File: src/rtl/nic_buffered.sv
// Buffered NIC between a processing element and its mesh router port.
// DEPTH-entry FIFOs each way, occupancy status words, sticky overflow/underflow flags.
module nic_buffered #(
    parameter int DATA_WIDTH = 64,
    parameter int DEPTH      = 4,
    parameter int VC_BIT     = DATA_WIDTH - 1,
    parameter int CNT_WIDTH  = $clog2(DEPTH) + 1
) (
    input  logic                  clk,
    input  logic                  reset,
    input  logic [1:0]            addr,
    input  logic [DATA_WIDTH-1:0] d_in,
    output logic [DATA_WIDTH-1:0] d_out,
    input  logic                  nicEn,
    input  logic                  nicWrEn,
    input  logic                  net_si,
    output logic                  net_ri,
    input  logic [DATA_WIDTH-1:0] net_di,
    output logic                  net_so,
    input  logic                  net_ro,
    output logic [DATA_WIDTH-1:0] net_do,
    input  logic                  net_polarity
);

    localparam int PW = $clog2(DEPTH);
    localparam logic [CNT_WIDTH-1:0] FULL_CNT = CNT_WIDTH'(DEPTH);

    typedef enum logic [1:0] {
        SEL_IN_DATA  = 2'b00,
        SEL_IN_STAT  = 2'b01,
        SEL_OUT_DATA = 2'b10,
        SEL_OUT_STAT = 2'b11
    } sel_e;

    logic [DATA_WIDTH-1:0] r_in_mem  [DEPTH];
    logic [DATA_WIDTH-1:0] r_out_mem [DEPTH];
    logic [PW-1:0]         r_in_wptr, r_in_rptr, r_out_wptr, r_out_rptr;
    logic [CNT_WIDTH-1:0]  r_in_count, r_out_count;
    logic                  r_in_underflow, r_out_overflow;
    logic                  r_net_so;
    logic [DATA_WIDTH-1:0] r_net_do;

    sel_e                  w_sel;
    logic                  w_rd, w_wr;
    logic                  w_in_empty, w_out_empty, w_out_full;
    logic                  w_in_push, w_in_pop, w_uf_set;
    logic                  w_out_push, w_out_pop, w_of_set, w_flag_clr;
    logic [DATA_WIDTH-1:0] w_in_head, w_out_head;

    function automatic logic [DATA_WIDTH-1:0] pack_status(
        input logic                 flag,
        input logic [CNT_WIDTH-1:0] cnt,
        input logic                 b0
    );
        logic [DATA_WIDTH-1:0] s;
        s                = '0;
        s[0]             = b0;
        s[CNT_WIDTH:1]   = cnt;
        s[CNT_WIDTH+1]   = flag;
        return s;
    endfunction

    assign w_sel       = sel_e'(addr);
    assign w_rd        = nicEn & ~nicWrEn;
    assign w_wr        = nicEn & nicWrEn;
    assign w_in_empty  = (r_in_count == '0);
    assign w_out_empty = (r_out_count == '0);
    assign w_out_full  = (r_out_count == FULL_CNT);
    assign w_in_head   = r_in_mem[r_in_rptr];
    assign w_out_head  = r_out_mem[r_out_rptr];

    assign net_ri      = (r_in_count != FULL_CNT);
    assign net_so      = r_net_so;
    assign net_do      = r_net_do;

    assign w_in_push   = net_si & net_ri;
    assign w_in_pop    = w_rd & (w_sel == SEL_IN_DATA) & ~w_in_empty;
    assign w_uf_set    = w_rd & (w_sel == SEL_IN_DATA) & w_in_empty;
    assign w_out_push  = w_wr & (w_sel == SEL_OUT_DATA) & ~w_out_full;
    assign w_of_set    = w_wr & (w_sel == SEL_OUT_DATA) & w_out_full;
    assign w_flag_clr  = w_wr & (w_sel == SEL_OUT_STAT);
    // Inject only when the head's VC tag is opposite the current mesh polarity.
    assign w_out_pop   = ~w_out_empty & net_ro & (w_out_head[VC_BIT] != net_polarity);

    always_comb begin
        d_out = '0;
        case (w_sel)
            SEL_IN_DATA:  d_out = w_in_empty ? '0 : w_in_head;
            SEL_IN_STAT:  d_out = pack_status(r_in_underflow, r_in_count, ~w_in_empty);
            SEL_OUT_STAT: d_out = pack_status(r_out_overflow, r_out_count, w_out_full);
            default:      d_out = '0;
        endcase
    end

    // Storage arrays carry no reset; validity is tracked by the pointers and counts.
    always_ff @(posedge clk) begin
        if (w_in_push)  r_in_mem[r_in_wptr]   <= net_di;
        if (w_out_push) r_out_mem[r_out_wptr] <= d_in;
    end

    always_ff @(posedge clk) begin
        if (reset) begin
            r_in_wptr  <= '0;
            r_in_rptr  <= '0;
            r_in_count <= '0;
        end else begin
            if (w_in_push) r_in_wptr <= r_in_wptr + 1'b1;
            if (w_in_pop)  r_in_rptr <= r_in_rptr + 1'b1;
            case ({w_in_push, w_in_pop})
                2'b10:   r_in_count <= r_in_count + 1'b1;
                2'b01:   r_in_count <= r_in_count - 1'b1;
                default: r_in_count <= r_in_count;
            endcase
        end
    end

    always_ff @(posedge clk) begin
        if (reset) begin
            r_out_wptr  <= '0;
            r_out_rptr  <= '0;
            r_out_count <= '0;
            r_net_so    <= 1'b0;
            r_net_do    <= '0;
        end else begin
            if (w_out_push) r_out_wptr <= r_out_wptr + 1'b1;
            if (w_out_pop) begin
                r_out_rptr <= r_out_rptr + 1'b1;
                r_net_do   <= w_out_head;
            end
            r_net_so <= w_out_pop;
            case ({w_out_push, w_out_pop})
                2'b10:   r_out_count <= r_out_count + 1'b1;
                2'b01:   r_out_count <= r_out_count - 1'b1;
                default: r_out_count <= r_out_count;
            endcase
        end
    end

    // A status-register write wins over a same-cycle error event.
    always_ff @(posedge clk) begin
        if (reset) begin
            r_in_underflow <= 1'b0;
            r_out_overflow <= 1'b0;
        end else if (w_flag_clr) begin
            r_in_underflow <= 1'b0;
            r_out_overflow <= 1'b0;
        end else begin
            if (w_uf_set) r_in_underflow <= 1'b1;
            if (w_of_set) r_out_overflow <= 1'b1;
        end
    end

endmodule
File: config.mk
export PLATFORM = sky130hd
export DESIGN_NAME = nic_buffered
export DESIGN_NICKNAME = d
export VERILOG_FILES = /design/src/rtl/nic_buffered.sv
export SDC_FILE = /design/constraint.sdc
export NUM_CORES = 1
export LEC_CHECK = 0
export BUFFER_PORTS_ARGS = -buffer_cell sky130_fd_sc_hd__buf_2
export CORE_ASPECT_RATIO = 0.8
export CORE_MARGIN = 4
export CORE_UTILIZATION = 30
export CTS_BUF_LIST = sky130_fd_sc_hd__clkbuf_16
export DETAILED_ROUTE_END_ITERATION = 8
export PLACE_DENSITY = 0.56
export SKIP_CTS_REPAIR_TIMING = 1
export SYNTH_ARGS = -nofsm -noshare
export SYNTH_HDL_FRONTEND = slang
export SYNTH_SLANG_ARGS = --single-unit
File: constraint.sdc
create_clock -name clk -period 4.1 [get_ports clk]
set_input_delay 0.82 -clock clk [delete_from_list [all_inputs] [get_ports clk]]
set_output_delay 0.82 -clock clk [all_outputs]
set_load 0.02 [all_outputs]
==> summary.md, run 1 <==
| Metric | Value |
|---|---|
| Count of final max-slew check failures | 0 |
| Row count | 89 |
| Hold Vio Cnt, Final | 0 |
| DPL Wire Length | 30.6 mm |
| Final GP Congestion | 0.703 |
| Critical path endpoint category | output pin |
| Clk pwr share | 41.3% |
| Seq/Total Area, Yosys | 76.2% |
| Fin crit share | 84.0% |
| Max-Cap Viols | 0 |
| Die Y | 252 microns |
| Share of post-route cells with drive strength above 1 | 35.3% |
| Mapped Area | 22400 sq um |
| Clock root cell | clkbuf_16 |
| Total congestion overflow | 0 |
| I/O Buffers | 266 |
| Combinational share of power | 5.2% |
| Core Box Area | 73800 sq um |
| GRT busiest layer | met2 |
| Pre-Repair DR Iteration Count | 4 |
| FF-to-FF End | r_out_count[2] |
| Setup TNS | 0 ps |
| Met1 GRT Util | 15.8% |
| CTS Buffer Depth | 3 |
| Launching point of the worst reg2reg path | r_out_mem[0][63] |
| Initial antenna violation count | 8 |
| Nets | 1588 |
| WL/cell | 20.2 microns |
| Compound-gate portion of the synthesized area | 3.61% |
| Critical path class | reg2out |
| Arr. time, crit path | 2630 ps |
| Seq cells post-synth | 597 |
| Via count | 11559 |
| Tot GR Track Use | 12.5% |
| Post-Synth XOR/XNOR Area | 0.508% |
| Synth warn | 0 |
| Yosys cell types | 38 |
| R2R Setup Slk | 1410 ps |
| Yosys top cell by area | edfxtp_1 |
| Worst Hold Class | in2reg |
| Asr flop ratio synth | 0% |
| Power Internal | 9.95 mW |
| Main combinational cell family by area after synthesis | multiplexers |
| Synth top cells by count | edfxtp_1 (512), mux4_2 (128), dfxtp_1 (85) |
| Antenna Nets Post-Route | 0 |
| Hold Crit Depth | 1 |
| Fin crit period | 3450 ps |
| Drt via density | 4.63 |
| Largest net degree at the start of global routing | 84 |
| Vias in the first global route | 12155 |
| Pleak | 9.10 nW |
| Final setup violation count | 0 |
| Final setup margin | 655 ps |
| Count leader, synth | edfxtp_1 |
| Post-Syn Nets | 1317 |
| # IOs | 267 |
| Status | finished clean |
| Layout Skew | 28.7 ps |
| First-pass GRT wire length | 75.4 mm |
| Worst VDD drop | 0.317 mV |
| CTS tree | yes |
| Met3 usage | 2.79% |
| Post-synthesis mux area share | 12.9% |
| Filler Cells Inserted | 6891 |
| Avg Synthesized Cell Area | 19.2 sq um |
| Clock H-tree levels | 2 |
| Dpl ws | 1150 ps |
| Fin Hold WS | 412 ps |
| WP data required | 3280 ps |
| Top achievable clock speed | 0.290 GHz |
| P&R area growth vs syn | 20.0% |
| Post-Synthesis Cells | 1168 |
| Slew at the pin closest to its max-slew limit | 999 ps |
| Sw power | 2.76 mW |
| RSZ-0062 raised after global routing | no |
| Sequential Power Share | 53.5% |
| Switching share of power | 21.7% |
| CP max FO | 20 |
| CTS Sinks | 597 |
| Yosys top cell area share | 68.6% |
| Relative slew slack | 33.4% |
| Post-synth EDFFs | 512 |
| Synth Area in Adders | 0.737% |
| Clk slew on worst S/H paths | 70 ps |
| Chip width | 314 microns |
| Pwr/cell area | 473 nW/um^2 |
| Hold_sp | net_di[3] |
| Initial drt markers | 638 |
| Reg2reg path depth | 9 |
| Initial core utilization | 30.3% |
| Synth Area in Simple Gates | 4.17% |
| WHS Endpoint | r_in_mem[0][3] |
| Latest clock arrival within the worst-skew pair | 620 ps |
| Main synth FF type | edfxtp_1 |
| Routed WL | 50.3 mm |
| Met2 GRT Util | 22.0% |
| Synth top area cells | edfxtp_1 (69%), mux4_2 (13%), dfxtp_1 (7.6%) |
| DRC viols | 0 |
| Full die area | 79100 sq um |
| CTS buffer count | 59 |
| Startpoint Class | register |
-- cells by family after synthesis --
family	count (synthesis)
buffers and inverters	93
multiplexers	129
adder cells (fa/ha/maj)	12
XOR/XNOR	10
AO/OA/AOI/OAI	156
AND/OR/NAND/NOR	171
flip-flops	597
-- flip-flops by register name, summed over array words and instances, names as in the netlist, named ones only --
name and cells:
r_out_count 3, r_out_overflow 1, r_in_mem 256, net_do 64, net_so 1, r_in_wptr 2
r_out_wptr 2, r_in_rptr 2, r_out_rptr 2, r_out_mem 256, r_in_count 3, r_in_underflow 1
-- cells in the final DEF (no fill, tap or decap), types with 2 or more instances in the layout --
master	netlist	routed
inv_1	13	21
buf_4	0	16
o21ai_1	20	20
clkinvlp_4	0	6
o21ai_0	54	54
and2_2	0	4
and3_2	0	4
inv_16	0	2
nand3_1	63	63
nand2_1	7	7
nor3_1	2	2
or3_1	4	4
a31o_2	2	2
xnor2_1	3	3
dfxtp_1	85	81
dfxtp_2	0	2
fa_1	2	2
mux4_2	128	128
inv_6	0	4
edfxtp_1	512	512
ha_1	10	10
buf_12	0	9
and3_1	64	60
nor2b_1	3	3
nor2_1	18	17
dfxtp_4	0	2
clkinv_1	0	14
diode_2	0	5
a21oi_1	72	72
clkbuf_16	0	59
xor2_1	5	5
a22oi_1	4	4
buf_2	15	265
bufinv_16	0	5
clkinv_2	0	11
-- critical path: stages, from the launching register on --
cell and delay, ps:
dfxtp_4 640, buf_4 410, mux4_2 580, and3_1 200, buf_2 160
-- cell type report --
type	instances	area (sq um)	share of cell area [%]
diodes	5	12.5	0.0466
clock buffers	59	1480	5.49
clock inverters	51	417	1.55
inverters	13	48.8	0.182
multi-input cells	478	4960	18.4
flip-flops and latches	597	17100	63.6
well taps	1001	1250	4.66
repair buffers	290	1630	6.05
-- how the worst max path moves through the flow --
stage | start | end | slack (ps) | cells after the start
after floorplan | addr[0] | r_out_mem[1][0] | 540 | 5
after global placement | addr[0] | r_out_mem[0][30] | 1150 | 5
after detailed placement | addr[0] | r_out_mem[0][30] | 1150 | 5
after CTS | register | d_out[52] | 540 | 4
after global routing | register | d_out[52] | 430 | 4
final | register | d_out[52] | 650 | 4
-- metal layers --
layer	share of wire [%]	vias to the layer above
met5	0.014	-
met4	1.8	2
met3	4.9	68
met2	52	227
met1	42	6004
li1	-	5258
-- power by group through the flow --
stage | Sequential [mW] | Combinational, mW | Clock, mW
after floorplan | 6.94 | 0.369 | 0
after global placement | 6.92 | 0.671 | 0
after detailed placement | 6.93 | 0.686 | 0
after CTS | 6.80 | 0.688 | 5.42
after global routing | 6.81 | 0.737 | 5.68
final | 6.80 | 0.665 | 5.25
-- per-stage QoR --
stage	instances	power (mW)	area [sq um]	utilization [%]
6_report	2494	12.7	26900	36.4
5_1_grt	2490	13.2	26900	36.4
4_1_cts	2489	12.9	26900	36.4
3_5_place_dp	2379	7.62	25000	33.8
3_3_place_gp	2379	7.59	25000	33.8
2_1_floorplan	1168	7.31	22400	-
Power figures use the tool's default switching activity.
==> run 2: changes to the inputs <==
- ABC_AREA: unset -> 1
- clock period: 4.1 -> 3.4 ns (I/O delays scaled with it)
==> summary.md, run 2 <==
| Metric | Value |
|---|---|
| Most frequent cells in the layout | nor2_1 (516), edfxtp_1 (512), o21ai_0 (269), buf_2 (266), nand2_1 (153) |
| Clock H-tree levels | 2 |
| Die Y | 255 microns |
| # IOs | 267 |
| Yosys top cell by area | edfxtp_1 |
| Drt via density | 4.59 |
| Max incr delay on CP | 450 ps |
| Yosys cell types | 25 |
| Clock root cell | clkbuf_16 |
| Setup TNS | 0 ps |
| Count leader, synth | nor2_1 |
| Filler Cells Inserted | 7282 |
| FF-to-FF End | r_out_count[2] |
| Area after DPL | 25900 sq um |
| Util after Layout | 37.0% |
| Launching point of the worst reg2reg path | r_out_count[0] |
| Crit path depth | 5 |
| Core Box Area | 75600 sq um |
| Vias in the first global route | 15098 |
| Leading cell type in the layout, fill and taps excluded | nor2_1 |
| Post-synth EDFFs | 512 |
| Full die area | 81000 sq um |
| Yosys top cell area share | 67.0% |
| Seq/Total Area, Yosys | 74.5% |
| Layout Skew | 32.4 ps |
| P&R area growth vs syn | 22.1% |
| Final setup violation count | 0 |
| WP data required | 2720 ps |
| Main synth FF type | edfxtp_1 |
| Count of final max-slew check failures | 0 |
| Synth warn | 0 |
| Clk slew on worst S/H paths | 60 ps |
| Final setup margin | 209 ps |
| Slew at the pin closest to its max-slew limit | 814 ps |
| Worst VDD drop | 0.391 mV |
| CTS tree | yes |
| Initial core utilization | 30.4% |
| Pwr/cell area | 572 nW/um^2 |
| Total congestion overflow | 0 |
| CTS Buffer Depth | 3 |
| Bufs and invs on worst path | 3 |
| Reg2reg path depth | 11 |
| Largest net degree at the start of global routing | 132 |
| Top achievable clock speed | 0.313 GHz |
| Hold Vio Cnt, Final | 0 |
| Status | finished clean |
| I/O Buffers | 266 |
| CTS buffer count | 61 |
| Arr. time, crit path | 2510 ps |
| Fin crit share | 93.8% |
| CP Cell Sequence | inv_2, buf_12, o21ai_0, a21oi_1, buf_2 |
| Seq cells post-synth | 597 |
| Critical path endpoint | d_out[41] |
| First-pass GRT wire length | 88.3 mm |
| R2R Setup Slk | 1060 ps |
| WL/cell | 18.0 microns |
| Latest clock arrival within the worst-skew pair | 620 ps |
| Worst Hold Class | in2reg |
| Finished layout cell area | 28000 sq um |
| CP max FO | 73 |
| Routed WL | 59.0 mm |
| DRC viols | 0 |
| Antenna Nets Post-Route | 0 |
| CTS Sinks | 597 |
| Avg Synthesized Cell Area | 11.9 sq um |
| Synth top area cells | edfxtp_1 (67%), nor2_1 (8.6%), dfxtp_1 (7.4%) |
| Mapped Area | 22900 sq um |
| Post-Syn Nets | 2080 |
| Max-Cap Viols | 0 |
| Row count | 90 |
| Via count | 15055 |
| RSZ-0062 raised after global routing | no |
| Asr flop ratio synth | 0% |
| Tot Pwr | 16.0 mW |
| DPL Wire Length | 35.9 mm |
| Nets | 2356 |
| Delay-heaviest family, CP | buffers and inverters |
| Crit path max-delay cell type | inv_2 |
| Critical path endpoint category | output pin |
| Synth top cells by count | nor2_1 (524), edfxtp_1 (512), o21ai_0 (269) |
| Tot GR Track Use | 14.1% |
| Initial antenna violation count | 20 |
| Critical path class | reg2out |
| Post-Synthesis Cells | 1931 |
| Initial drt markers | 1052 |
| Pre-Repair DR Iteration Count | 7 |
| Relative slew slack | 45.6% |
| Pleak | 10.6 nW |
| Dpl ws | 625 ps |
| Startpoint Class | register |
| Share of post-route cells with drive strength above 1 | 19.1% |
| Final GP Congestion | 0.788 |
| Chip width | 317 microns |
| Fin crit period | 3190 ps |
==> run 2: how the worst min path moves through the flow <==
| stage | from | endpoint | cells past startpoint |
|---|---|---|---|
| 5_1_grt | net_di[16] | r_in_mem[1][16] | 1 |
| 6_report | net_di[15] | r_in_mem[1][15] | 1 |
| 3_5_place_dp | r_in_rptr[1] | register | 2 |
| 3_3_place_gp | r_in_underflow | r_in_underflow | 2 |
| 4_1_cts | net_di[15] | r_in_mem[3][15] | 1 |
| 2_1_floorplan | r_in_rptr[1] | register | 2 |
==> run 2: cells by family after synthesis <==
| logic type | Yosys count | share of synthesized area [%] |
|---|---|---|
| AO/OA/AOI/OAI | 415 | 9.50 |
| XOR/XNOR | 1 | 0.0382 |
| AND/OR/NAND/NOR | 690 | 11.4 |
| buffers and inverters | 216 | 3.89 |
| adder cells (fa/ha/maj) | 12 | 0.720 |
| flip-flops | 597 | 74.5 |
==> run 2: area by class of cell <==
class / count / area (sq um) / share of cell area (%)
well taps: 1012 / 1270 / 4.52
diodes: 13 / 32.5 / 0.116
repair buffers: 324 / 2080 / 7.43
inverters: 105 / 395 / 1.41
clock inverters: 52 / 546 / 1.95
multi-input cells: 1118 / 5030 / 18.0
clock buffers: 62 / 1550 / 5.54
flip-flops and latches: 597 / 17100 / 61.0
==> run 2: routing by layer <==
layer,global-route usage (%),share of wire (%),vias up
li1,-,-,7259
met1,18.1,43,7395
met2,24.1,50,315
met3,2.78,4.8,82
met4,4.70,2.2,4
met5,0,0.046,-
==> run 2: where the power goes <==
group          switching, mW  total [mW]  internal (mW)
combinational          0.615       0.884          0.269
sequential            0.0524        8.21           8.16
clock                   2.78        6.92           4.14
==> run 2: worst register-to-register path, stage by stage (launching register included) <==
cell and delay (ps):
dfxtp_1 330, inv_1 100, a31oi_1 540, nand3_4 140, inv_1 80, ha_1 130, inv_1 70, fa_1 380
a21oi_1 140, o21ai_0 110, o21ai_0 150, a21oi_1 60
==> run 2: stage by stage <==
stage,hold slack (ps),cells
6_report,270,3283
3_5_place_dp,469,3156
3_3_place_gp,457,3156
2_1_floorplan,433,1931
5_1_grt,226,3280
4_1_cts,212,3270
